===== config.mk =====
export PLATFORM = sky130hd
export DESIGN_NAME = axis_pair_mac
export DESIGN_NICKNAME = d
export VERILOG_FILES = /design/src/rtl/axis_pair_mac.sv
export SDC_FILE = /design/constraint.sdc
export NUM_CORES = 2
export LEC_CHECK = 0
export ABC_CLOCK_PERIOD_IN_PS = 15750
export BUFFER_PORTS_ARGS = -buffer_cell sky130_fd_sc_hd__buf_2
export CAP_MARGIN = 5
export CORE_ASPECT_RATIO = 1.5
export CORE_MARGIN = 1
export CORE_UTILIZATION = 60
export DETAILED_ROUTE_END_ITERATION = 10
export GPL_ROUTABILITY_DRIVEN = 0
export PLACE_DENSITY = 0.87
export SYNTH_ARGS = -nofsm -noshare
export SYNTH_HDL_FRONTEND = slang
export SYNTH_SLANG_ARGS = --single-unit

===== constraint.sdc =====
create_clock -name axi_clk -period 15.75 [get_ports axi_clk]
set_input_delay 1.575 -clock axi_clk [delete_from_list [all_inputs] [get_ports axi_clk]]
set_output_delay 1.575 -clock axi_clk [all_outputs]
set_load 0.01 [all_outputs]

===== src/rtl/axis_pair_mac.sv =====
// Pairwise multiply-accumulate over AXI4-Stream frames; the 2W-bit dot product
// leaves as two beats (low word, then high word carrying last).
module axis_pair_mac #(
  parameter int DATA_WIDTH = 32,
  parameter int CNT_WIDTH  = 16
) (
  input  logic                  axi_clk,
  input  logic                  axi_reset,
  input  logic                  s_axis_valid,
  input  logic [DATA_WIDTH-1:0] s_axis_data,
  output logic                  s_axis_ready,
  input  logic                  s_axis_last,
  output logic                  m_axis_valid,
  output logic [DATA_WIDTH-1:0] m_axis_data,
  input  logic                  m_axis_ready,
  output logic                  m_axis_last,
  output logic [CNT_WIDTH-1:0]  frame_count,
  output logic                  odd_err
);

  localparam int AW = 2 * DATA_WIDTH;

  typedef enum logic [2:0] {
    ST_A,
    ST_B,
    ST_DRAIN,
    ST_LO,
    ST_HI
  } state_t;

  state_t                state_q, state_d;
  logic [DATA_WIDTH-1:0] a_q, a_d;
  logic [AW-1:0]         p_q, p_d;
  logic [AW-1:0]         acc_q, acc_d;
  logic                  pv_q, pv_d;
  logic [CNT_WIDTH-1:0]  cnt_q, cnt_d;
  logic                  err_q, err_d;
  logic                  accept;
  logic                  send;

  // All outputs are pure decodes of registered state.
  always_comb begin
    s_axis_ready = (state_q == ST_A) || (state_q == ST_B);
    m_axis_valid = (state_q == ST_LO) || (state_q == ST_HI);
    m_axis_last  = (state_q == ST_HI);
    m_axis_data  = '0;
    if (state_q == ST_LO) begin
      m_axis_data = acc_q[DATA_WIDTH-1:0];
    end else if (state_q == ST_HI) begin
      m_axis_data = acc_q[AW-1:DATA_WIDTH];
    end
    frame_count = cnt_q;
    odd_err     = err_q;
  end

  assign accept = s_axis_valid && s_axis_ready;
  assign send   = m_axis_valid && m_axis_ready;

  // The product lands in acc one cycle after the B accept; ST_DRAIN covers the
  // final pair so acc is settled before ST_LO presents it.
  always_comb begin
    state_d = state_q;
    a_d     = a_q;
    p_d     = p_q;
    pv_d    = 1'b0;
    acc_d   = pv_q ? (acc_q + p_q) : acc_q;
    cnt_d   = cnt_q;
    err_d   = err_q;
    unique case (state_q)
      ST_A: begin
        if (accept) begin
          a_d = s_axis_data;
          if (s_axis_last) begin
            err_d   = 1'b1;
            state_d = ST_DRAIN;
          end else begin
            state_d = ST_B;
          end
        end
      end
      ST_B: begin
        if (accept) begin
          p_d     = AW'(a_q) * AW'(s_axis_data);
          pv_d    = 1'b1;
          state_d = s_axis_last ? ST_DRAIN : ST_A;
        end
      end
      ST_DRAIN: state_d = ST_LO;
      ST_LO: begin
        if (send) state_d = ST_HI;
      end
      ST_HI: begin
        if (send) begin
          acc_d   = '0;
          cnt_d   = cnt_q + 1'b1;
          state_d = ST_A;
        end
      end
      default: state_d = ST_A;
    endcase
  end

  always_ff @(posedge axi_clk or posedge axi_reset) begin
    if (axi_reset) begin
      state_q <= ST_A;
      a_q     <= '0;
      p_q     <= '0;
      pv_q    <= 1'b0;
      acc_q   <= '0;
      cnt_q   <= '0;
      err_q   <= 1'b0;
    end else begin
      state_q <= state_d;
      a_q     <= a_d;
      p_q     <= p_d;
      pv_q    <= pv_d;
      acc_q   <= acc_d;
      cnt_q   <= cnt_d;
      err_q   <= err_d;
    end
  end

endmodule


==> flow_summary_export.csv <==
group,metric,value,unit
timing,hold_viol,0,
die,die_y,333.3,microns
timing,final_period_minus_worst_setup_slack,9.856,ns
min_path,hold_path_startpoint,"odd_err$_DFFE_PP0P_",
min_path,hold_critical_path_depth,1,
synthesis,yosysWarningCount,0,
grt,grt_first_pass_wirelength,198.2,mm
routing,routed_via_density,6.106,
synthesis,number_of_flops_mapped_to_enable_cells_by_yosys,0,
critical_path,worst-setup-path-type,"in2reg",
min_path,min_to,"odd_err$_DFFE_PP0P_",
clock_tree,clk_root_buffer_cell,"sky130_fd_sc_hd__clkbuf_16",
routing,detail_route.wirelength,123.5,mm
clock_tree,cts-htree-levels,4,
layout,most_common_cell_after_layout_fill_and_taps_aside,"sky130_fd_sc_hd__inv_1",
layout,multiInputGateArea,34990,sq um
clock_tree,number_of_setup_buffers_added_after_cts,0,
layout,most-common-layout-cells,"899 x sky130_fd_sc_hd__inv_1, 897 x sky130_fd_sc_hd__fa_1, 639 x sky130_fd_sc_hd__nand2_1, 574 x sky130_fd_sc_hd__and2_1, 327 x sky130_fd_sc_hd__ha_1",
clock_tree,cts-buffers-inserted,17,
routing,wl_per_cell,21.81,microns
critical_path,timing.critical_path.required,16.11,ns
timing,max_clock_freq,0.1015,GHz
clock_tree,postCtsResizedCells,0,
critical_path,crit_path_capture_type,"flip-flop",
clock_tree,cts_sinks,181,
routing,vias,34590,
routing,route.antenna.remaining_nets,0,
routing,post-route-drc-count,0,
timing,setup-tns-final,0,ns
placed_design,number_of_port_buffers,88,
synthesis,netlist_area,43910,sq um
routing,drt_iter0_drc,3247,
clock_tree,clk_pin_slew_worst_paths,0.09,ns
die,ios,89,
grt,grt-ovfl-total,0,
clock_tree,cts-root-to-sink-buffers,2,
critical_path,setup.reg_to_reg.worst_slack,6.58,ns
clock_tree,cts_tree,"built",
grt,grt_antenna_before_repair,8,
layout,post_route_cells_drive_above_1_share,0.04644,
grt,grt_pass1_vias,38030,
die,placement_rows,121,
clock_tree,clock_latency,0.47,ns
die,chipWidth,222.9,microns
placed_design,place_hpwl,95.13,mm
outcome,outcome,"finished clean",
synthesis,synth_fp_nets,6108,
timing,max_slew_margin,0.3244,
timing,setup_repair_after_global_routing_missed_its_margin,"false",
timing,final.setup_skew,0.02536,ns
timing,report.final.setup_viol,0,
die,design.die.area,74290,sq um
layout,filler_cells_inserted,5437,
synthesis,synth.avg_cell_area,9.059,sq um
synthesis,synth_top_flop_cell,"sky130_fd_sc_hd__dfrtp_1",
timing,drv_slew,0,
critical_path,worst-endpoint-arrival,10.21,ns
min_path,worst_hold_path_type,"reg2reg",
grt,grtUsageTotal,0.3463,
grt,grt_start_max_net_pins,107,
routing,drt-pass1-iter-count,7,
timing,layout_worst_path_cycle_share,0.6258,
synthesis,ys_seq_area_frac,0.1032,
timing,worst_slew_pin_slew,1.013,ns
die,core-area,72520,sq um
critical_path,r2r_start,"a_q[23]$_DFFE_PP0P_",
clock_tree,cts_hold_buffers,0,
synthesis,synth-async-reset-ratio,1.000,
critical_path,cp_max_fo,34,
layout,final-seq-area,4534,sq um
die,initial_utilization,0.6055,
synthesis,instance_count_of_the_mapped_netlist,4847,
synthesis,cell_variety_after_synth,68,
critical_path,capture_point_of_the_worst_reg_to_reg_path,"p_q[63]$_DFFE_PP0P_",
synthesis,ys_seq_elements,181,
critical_path,number_of_cells_on_the_worst_reg_to_reg_path,24,
flow_run,max_cap_viol_count,0,
layout,areaGrowthSynthToFinish,3.576,%
layout,nets,5985,
critical_path,cp-start-kind,"input port",
layer usage:
metal,GRT usage,part of all wire
met1,0.3750,0.32
met3,0.07224,0.093
met5,0,0.00057
met4,0.2646,0.088
met2,0.5932,0.50
synth_stat cells (all sizes together) (12+ instances only):
cell,count,share of area
ha,327,0.093
dfrtp,181,0.10
a21o,71,0.012
mux2,33,0.0085
xnor2,84,0.017
nor2,138,0.012
nor3,20,0.0023
nand3,49,0.0056
a22o,32,0.0064
a31oi,26,0.0038
nand2,639,0.055
inv,900,0.077
o21bai,24,0.0041
mux2i,48,0.011
xor2,48,0.0096
a211oi,15,0.0026
a21oi,140,0.016
clkbuf,266,0.023
and3,23,0.0033
fa,897,0.41
and2,575,0.082
o21ai,136,0.016
nor2b,16,0.0023
o21a,12,0.0021
nand4,34,0.0048
how the worst max path moves through the flow:
stage / from / end / slack, ns / depth (start not counted)
floorplan: s_axis_data[2] / p_q[63]$_DFFE_PP0P_ / 6.96 / 27
global placement: s_axis_data[14] / p_q[63]$_DFFE_PP0P_ / 5.76 / 26
detailed placement: s_axis_data[8] / p_q[63]$_DFFE_PP0P_ / 5.65 / 25
CTS: s_axis_data[8] / p_q[63]$_DFFE_PP0P_ / 6.12 / 25
global route: s_axis_data[8] / p_q[61]$_DFFE_PP0P_ / 5.56 / 25
finish: s_axis_data[18] / p_q[63]$_DFFE_PP0P_ / 5.89 / 26
critical path, cell delays in order:
cell and delay (ns):
sky130_fd_sc_hd__buf_2 0.74, sky130_fd_sc_hd__and2_1 0.27, sky130_fd_sc_hd__fa_1 0.41, sky130_fd_sc_hd__inv_1 0.10, sky130_fd_sc_hd__fa_1 0.39, sky130_fd_sc_hd__inv_1 0.10
sky130_fd_sc_hd__fa_1 0.48, sky130_fd_sc_hd__fa_1 0.58, sky130_fd_sc_hd__fa_1 0.43, sky130_fd_sc_hd__fa_1 0.47, sky130_fd_sc_hd__fa_1 0.52, sky130_fd_sc_hd__inv_1 0.06
sky130_fd_sc_hd__fa_1 0.47, sky130_fd_sc_hd__inv_1 0.04, sky130_fd_sc_hd__ha_1 0.38, sky130_fd_sc_hd__nand3_1 0.18, sky130_fd_sc_hd__or3_1 0.45, sky130_fd_sc_hd__or4_1 0.50
sky130_fd_sc_hd__o221ai_1 0.43, sky130_fd_sc_hd__o31ai_1 0.24, sky130_fd_sc_hd__o31a_1 0.42, sky130_fd_sc_hd__nor4bb_1 0.34, sky130_fd_sc_hd__nor3_1 0.13, sky130_fd_sc_hd__a21oi_1 0.20
sky130_fd_sc_hd__xnor2_1 0.15, sky130_fd_sc_hd__o21ai_1 0.08
state kept, by name (all words and copies together) (netlist names):
register,count
state_q,3
a_q,32
odd_err,1
acc_q,64
pv_q,1
p_q,64
frame_count,16
kinds of logic (layout without fill, tap and decap cells):
kind of cell / Yosys count / in the layout / synth area share
other: 0 / 5 / 0
AO/OA/AOI/OAI: 519 / 519 / 0.07532
multiplexers: 81 / 81 / 0.01941
AND/OR/NAND/NOR: 1534 / 1534 / 0.1731
adder cells (fa/ha/maj): 1224 / 1224 / 0.5022
XOR/XNOR: 132 / 132 / 0.02633
buffers and inverters: 1176 / 1066 / 0.1006
flip-flops: 181 / 181 / 0.1032
layout make-up:
cell class                 instances  area share
sequential                       181     0.09971
multi-input combinational       3490      0.7694
timing repair buffer             132     0.01695
antenna                            5   0.0002751
inverter                         902     0.07456
clock inverter                    15    0.004375
tap                              922     0.02537
clock buffer                      17    0.009354
stage by stage:
| stage | hold slack [ns] | setup WS (ns) | cells | instance area, sq um | utilization |
|---|---|---|---|---|---|
| 2_1_floorplan | 0.4453 | 6.961 | 4847 | 43910 | - |
| 3_3_place_gp | 0.4377 | 5.762 | 5627 | 44840 | 0.6183 |
| 3_5_place_dp | 0.4523 | 5.648 | 5627 | 44840 | 0.6183 |
| 4_1_cts | 0.4727 | 6.121 | 5659 | 45460 | 0.6269 |
| 5_1_grt | 0.4952 | 5.556 | 5660 | 45470 | 0.6270 |
| 6_report | 0.4710 | 5.894 | 5664 | 45480 | 0.6271 |
Power is left out: the tool's default activity adds up to more than one toggle a clock period on the data nets, which glitch-free logic cannot reach.
